===== src/rtl/mips_fetch_pkg.sv =====
// Shared definitions for the MIPS fetch stage.
//   fetch_state_e        : fetch sequencer FSM states
//   DEFAULT_BASE_ADDR    : reset PC / first instruction memory word
//   DEFAULT_HANDLER_ADDR : exception entry PC
//   EXC_ADEL             : CP0 exception code for a fetch address error
//   NOP_INSTR            : encoding substituted for a faulting fetch
package mips_fetch_pkg;

    typedef enum logic [1:0] {
        BOOT = 2'd0,
        RUN  = 2'd1,
        HOLD = 2'd2
    } fetch_state_e;

    localparam logic [31:0] DEFAULT_BASE_ADDR    = 32'h0000_3000;
    localparam logic [31:0] DEFAULT_HANDLER_ADDR = 32'h0000_4180;
    localparam logic [4:0]  EXC_ADEL             = 5'd4;
    localparam logic [31:0] NOP_INSTR            = 32'h0000_0000;

endpackage


===== src/rtl/fetch_range_check.sv =====
// Combinational fetch-address check.
// Flags a PC that is not word aligned or lies outside the instruction memory
// window [BASE_ADDR, BASE_ADDR + 4*IM_WORDS).
// Ports:
//   pc_i  : fetch address under test
//   bad_o : 1 when the address would raise AdEL
module fetch_range_check #(
    parameter logic [31:0] BASE_ADDR = 32'h0000_3000,
    parameter int unsigned IM_WORDS  = 4096
) (
    input  logic [31:0] pc_i,
    output logic        bad_o
);

    // 33-bit limit so a window ending at 2^32 does not wrap to zero.
    localparam logic [32:0] LOW_LIMIT  = {1'b0, BASE_ADDR};
    localparam logic [32:0] HIGH_LIMIT = {1'b0, BASE_ADDR} + (33'(IM_WORDS) << 2);

    logic [32:0] pc_ext;

    always_comb begin
        pc_ext = {1'b0, pc_i};
        bad_o  = (pc_i[1:0] != 2'b00) || (pc_ext < LOW_LIMIT) || (pc_ext >= HIGH_LIMIT);
    end

endmodule


===== src/rtl/fetch_sequencer.sv =====
// PC controller and F/D pipeline register for the MIPS core.
// Presents im_pc_o to a combinational instruction memory each cycle and
// captures the returned word into the decode stage. Redirect priority per
// edge: exception > eret > stall > branch > sequential.
// Optional feature: define FETCH_RANGE_CHECK_EN to flag misaligned or
// out-of-window fetches (captured as a nop with exc_d_o = 1).
// Ports:
//   clk, reset            : clock, asynchronous active-high reset
//   stall_i               : hold PC and F/D
//   br_taken_i/target_i   : taken branch/jump redirect (delay slot kept)
//   exc_req_i             : exception entry to HANDLER_ADDR
//   eret_i/epc_i          : exception return to epc_i
//   im_instr_i / im_pc_o  : instruction memory data / address
//   instr_d_o, pc_d_o, valid_d_o, exc_d_o : F/D register
//   fetch_cnt_o           : count of valid F/D captures
module fetch_sequencer
    import mips_fetch_pkg::*;
#(
    parameter logic [31:0] BASE_ADDR    = DEFAULT_BASE_ADDR,
    parameter logic [31:0] HANDLER_ADDR = DEFAULT_HANDLER_ADDR,
    parameter int unsigned IM_WORDS     = 4096
) (
    input  logic        clk,
    input  logic        reset,
    input  logic        stall_i,
    input  logic        br_taken_i,
    input  logic [31:0] br_target_i,
    input  logic        exc_req_i,
    input  logic        eret_i,
    input  logic [31:0] epc_i,
    input  logic [31:0] im_instr_i,
    output logic [31:0] im_pc_o,
    output logic [31:0] instr_d_o,
    output logic [31:0] pc_d_o,
    output logic        valid_d_o,
    output logic        exc_d_o,
    output logic [31:0] fetch_cnt_o
);

    fetch_state_e state_q, state_d;
    logic [31:0]  pc_q, pc_d;
    logic [31:0]  instr_q, instr_d;
    logic [31:0]  pcd_q, pcd_d;
    logic         valid_q, valid_d;
    logic         exc_q, exc_d;
    logic [31:0]  cnt_q, cnt_d;
    logic         capture;
    logic         fetch_bad;

`ifdef FETCH_RANGE_CHECK_EN
    fetch_range_check #(
        .BASE_ADDR (BASE_ADDR),
        .IM_WORDS  (IM_WORDS)
    ) u_range_check (
        .pc_i  (pc_q),
        .bad_o (fetch_bad)
    );
`else
    assign fetch_bad = 1'b0;
`endif

    always_comb begin
        state_d = state_q;
        pc_d    = pc_q;
        instr_d = instr_q;
        pcd_d   = pcd_q;
        valid_d = valid_q;
        exc_d   = exc_q;
        capture = 1'b0;

        unique case (state_q)
            BOOT: begin
                // Redirect inputs are ignored; the PC already holds BASE_ADDR.
                state_d = RUN;
            end
            RUN, HOLD: begin
                if (exc_req_i) begin
                    pc_d    = HANDLER_ADDR;
                    instr_d = NOP_INSTR;
                    pcd_d   = 32'h0;
                    valid_d = 1'b0;
                    exc_d   = 1'b0;
                    state_d = RUN;
                end else if (eret_i) begin
                    pc_d    = epc_i;
                    instr_d = NOP_INSTR;
                    pcd_d   = 32'h0;
                    valid_d = 1'b0;
                    exc_d   = 1'b0;
                    state_d = RUN;
                end else if (stall_i) begin
                    // Decode re-presents any pending branch once the stall clears.
                    state_d = HOLD;
                end else begin
                    capture = 1'b1;
                    pc_d    = br_taken_i ? br_target_i : pc_q + 32'd4;
                    state_d = RUN;
                end
            end
            default: state_d = BOOT;
        endcase

        if (capture) begin
            instr_d = fetch_bad ? NOP_INSTR : im_instr_i;
            pcd_d   = pc_q;
            valid_d = 1'b1;
            exc_d   = fetch_bad;
        end

        cnt_d = capture ? cnt_q + 32'd1 : cnt_q;
    end

    always_ff @(posedge clk or posedge reset) begin
        if (reset) begin
            state_q <= BOOT;
            pc_q    <= BASE_ADDR;
            instr_q <= NOP_INSTR;
            pcd_q   <= 32'h0;
            valid_q <= 1'b0;
            exc_q   <= 1'b0;
            cnt_q   <= 32'h0;
        end else begin
            state_q <= state_d;
            pc_q    <= pc_d;
            instr_q <= instr_d;
            pcd_q   <= pcd_d;
            valid_q <= valid_d;
            exc_q   <= exc_d;
            cnt_q   <= cnt_d;
        end
    end

    assign im_pc_o     = pc_q;
    assign instr_d_o   = instr_q;
    assign pc_d_o      = pcd_q;
    assign valid_d_o   = valid_q;
    assign fetch_cnt_o = cnt_q;
`ifdef FETCH_RANGE_CHECK_EN
    assign exc_d_o     = exc_q;
`else
    assign exc_d_o     = 1'b0;
`endif

endmodule


===== config.mk =====
export PLATFORM = sky130hd
export DESIGN_NAME = fetch_sequencer
export DESIGN_NICKNAME = d
export VERILOG_FILES = /design/src/rtl/mips_fetch_pkg.sv /design/src/rtl/fetch_range_check.sv /design/src/rtl/fetch_sequencer.sv
export SDC_FILE = /design/constraint.sdc
export NUM_CORES = 1
export LEC_CHECK = 0
export ABC_AREA = 1
export BUFFER_PORTS_ARGS = -buffer_cell sky130_fd_sc_hd__buf_2
export CAP_MARGIN = 10
export CELL_PAD_IN_SITES_DETAIL_PLACEMENT = 1
export CELL_PAD_IN_SITES_GLOBAL_PLACEMENT = 1
export CORE_AREA = 2 2 148 150
export DETAILED_ROUTE_END_ITERATION = 10
export DIE_AREA = 0 0 150 152
export GPL_TIMING_DRIVEN = 1
export PLACE_DENSITY_LB_ADDON = 0.1
export SETUP_SLACK_MARGIN = 0.3
export SYNTH_ARGS = -nofsm -noshare
export SYNTH_HDL_FRONTEND = slang
export SYNTH_SLANG_ARGS = --single-unit

===== constraint.sdc =====
create_clock -name clk -period 3.5 [get_ports clk]
set_input_delay 0.175 -clock clk [delete_from_list [all_inputs] [get_ports clk]]
set_output_delay 0.175 -clock clk [all_outputs]
set_load 0.01 [all_outputs]

==> key figures <==
Synthesis
  • Cells after Synth: 827
  • Post-synthesis sequential area ratio: 49.4%
  • Avg Inst Size Synth: 8.03 um^2
  • Syn nets: 933
  • Yosys reg bits: 131
  • Synthesized cell area: 6640 um^2
  • Yosys cell types: 36
  • Yosys warning total: 0

Clocking
  • Clock Sinks: 131
  • CTS max path bufs: 2
  • TritonCTS clock tree: done
  • Inserted Clock Buffers: 17
  • Clk_lat worst skew: 0.42 ns
  • Root Driver: clkbuf_16
  • Postcts setup bufs: 0
  • Reg clk slew, reported paths: 0.06 ns
  • H-tree Lvls: 4

Status
  • Outcome: complete, but fails checks
  • Failing checks: negative hold slack

Power
  • Tot Pwr: 5710 uW
  • Maximum VDD drop: 0.352 mV
  • Power Dens Cells: 635 nW/um^2
  • Pleak: 0.00473 uW

Setup path
  • Crit. End Element: register
  • Kind of critical path: register to register
  • CP Launch Type: register
  • CP required: 3.81 ns
  • CP arrival: 2.43 ns
  • Critical path fanouts, max: 20

STA
  • Final setup violating endpoints: 0
  • F_max: 472 MHz
  • Final worst path period share: 60.5%
  • Final Hold Fails: 27
  • Fin. max-slew vios: 0
  • Slew at the pin closest to its max-slew limit: 0.880 ns
  • Hold_ws: -0.0438 ns
  • Unrepaired setup endpoints after global routing: false
  • Layout Skew: 0.0116 ns
  • Worst slew margin: 41.0%
  • Period minus WS final: 2.12 ns
  • Final TNS setup: 0 ns

Routing
  • Final WL: 22.7 mm
  • Iteration-0 DRC Markers: 222
  • Number of vias per cell: 4.70
  • First-pass detailed-route iteration total: 5
  • Via count: 6451
  • Avg WL per Cell: 16.5 um
  • Drt drc: 0
  • Final ANT Viol Nets: 0

Cells and area
  • Commonest cells after routing, fill and taps aside: 230 x nand2_1, 230 x buf_2, 129 x dfrtp_1, 111 x nor2_1, 65 x inv_1
  • Fin nets: 1187
  • ANT cells: 0
  • Synth-to-layout area growth: 35.6%
  • Share of cells above drive strength 1: 26.8%

Floorplan
  • CORE AREA: 21400 um^2
  • Row Count: 54
  • DIE AREA: 22800 um^2
  • Die width: 150 um
  • Starting Density: 31.1%
  • Io pins: 232
  • Die height: 152 um

GRT
  • Largest net degree at the start of global routing: 132
  • Grt ovf: 0
  • Vias in the first global route: 6615
  • First-pass GRT wire length: 36.4 mm
  • Initial antenna violation count: 0
  • GRT Total Usage: 20.3%

Place
  • Gpl congestion: 0.781
  • HPWL after DPL: 16.3 mm
  • IO Port Bufs: 230

Job
  • Max Cap Viol: 0

Hold path
  • Hold Path Class: input pin to asynchronous set/reset pin
==> registers in the layout, summed over array words and instances (netlist names) <==
| name | count |
|---|---|
| state_q | 2 |
| valid_d_o | 1 |
| pc_d_o | 32 |
| fetch_cnt_o | 32 |
| instr_d_o | 32 |
| im_pc_o | 32 |
==> critical path, stage by stage, from the launching register on <==
cell and delay, ns:
dfrtp_1 0.35, inv_1 0.05, ha_1 0.29, inv_1 0.08, nor2_1 0.16, nand2_2 0.09, inv_2 0.29, nand3_2 0.21
nor2_1 0.26, nand3_1 0.11, nand2_1 0.07, nand2_1 0.05
==> report_power, final <==
part	switching (uW)	leakage, uW	internal [uW]	total (uW)
clock	713	0.000301	1200	1910
combinational	1030	0.00271	586	1620
sequential	372	0.00172	1810	2180
total	2110	0.00473	3600	5710
==> synthesized netlist by cell type, drive strengths merged <==
cell	number	area, um^2
a32o	1	10.0
nor3	4	25.0
clkinv	1	3.75
o211ai	3	22.5
xnor2	11	96.3
o22ai	4	25.0
xor2	22	193
nand3	52	265
conb	1	3.75
a21oi	30	161
nor2	118	475
a22o	34	298
nand2	234	893
a22oi	4	30.0
dfrtp	129	3230
nand4	7	43.8
dfstp	2	52.6
or2	1	6.26
clkbuf	15	56.3
ha	4	50.1
a21o	1	7.51
o32ai	1	16.3
inv	71	267
o21ai	57	285
buf	20	124
==> what timing repair did <==
item                                   CTS  global route
endpoints found under the hold margin   31             1
resized for setup                        0             0
hold buffers                            31             1
==> area by class of cell <==
class                      count  area [um^2]
fill                        2639        12400
sequential                   131         3280
multi-input combinational    589         2910
timing repair buffer         270         1560
clock buffer                  18          429
tap                          280          350
inverter                      72          274
clock inverter                14          201
==> worst paths after layout <==
check                                    from         endpoint  slack, ns  depth (start not counted)
worst max-delay path               state_q[0]  fetch_cnt_o[24]       1.38                         11
worst min-delay path                    reset    instr_d_o[23]      -0.04                          3
max in group asynchronous               reset      im_pc_o[10]       3.01                          3
worst min register to register     pc_d_o[19]       pc_d_o[19]       0.48                          2
worst max register to register     state_q[0]  fetch_cnt_o[24]       1.38                         11
min in group clk                im_instr_i[9]     instr_d_o[9]       0.02                          2
==> stage by stage <==
stage                     area (um^2)  util (%)  instances  setup slack, ns  hold WS (ns)
after floorplan                  6640         -        827             1.70         0.308
after global placement           8050      37.7       1310             1.42         0.408
after detailed placement         8050      37.7       1310             1.36         0.413
after CTS                        8990      42.1       1373             1.35      0.000248
after global routing             9000      42.2       1374             1.12       0.00141
final                            9000      42.2       1374             1.38       -0.0438
==> cell families (layout without fill, tap and decap cells) <==
| family | Yosys count | after routing | share of synthesized area (%) |
|---|---|---|---|
| other | 1 | 1 | 0.0565 |
| flip-flops | 131 | 131 | 49.4 |
| XOR/XNOR | 33 | 33 | 4.35 |
| adder cells (fa/ha/maj) | 4 | 4 | 0.754 |
| AO/OA/AOI/OAI | 135 | 135 | 12.9 |
| AND/OR/NAND/NOR | 416 | 416 | 25.7 |
| buffers and inverters | 107 | 374 | 6.78 |
==> metal layers <==
metal	part of all wire, %	global-route usage, %
met1	47	28.3
met2	47	32.2
met3	5.2	4.71
met4	0.92	4.49
met5	0	0
(Power assumes the default switching activity.)
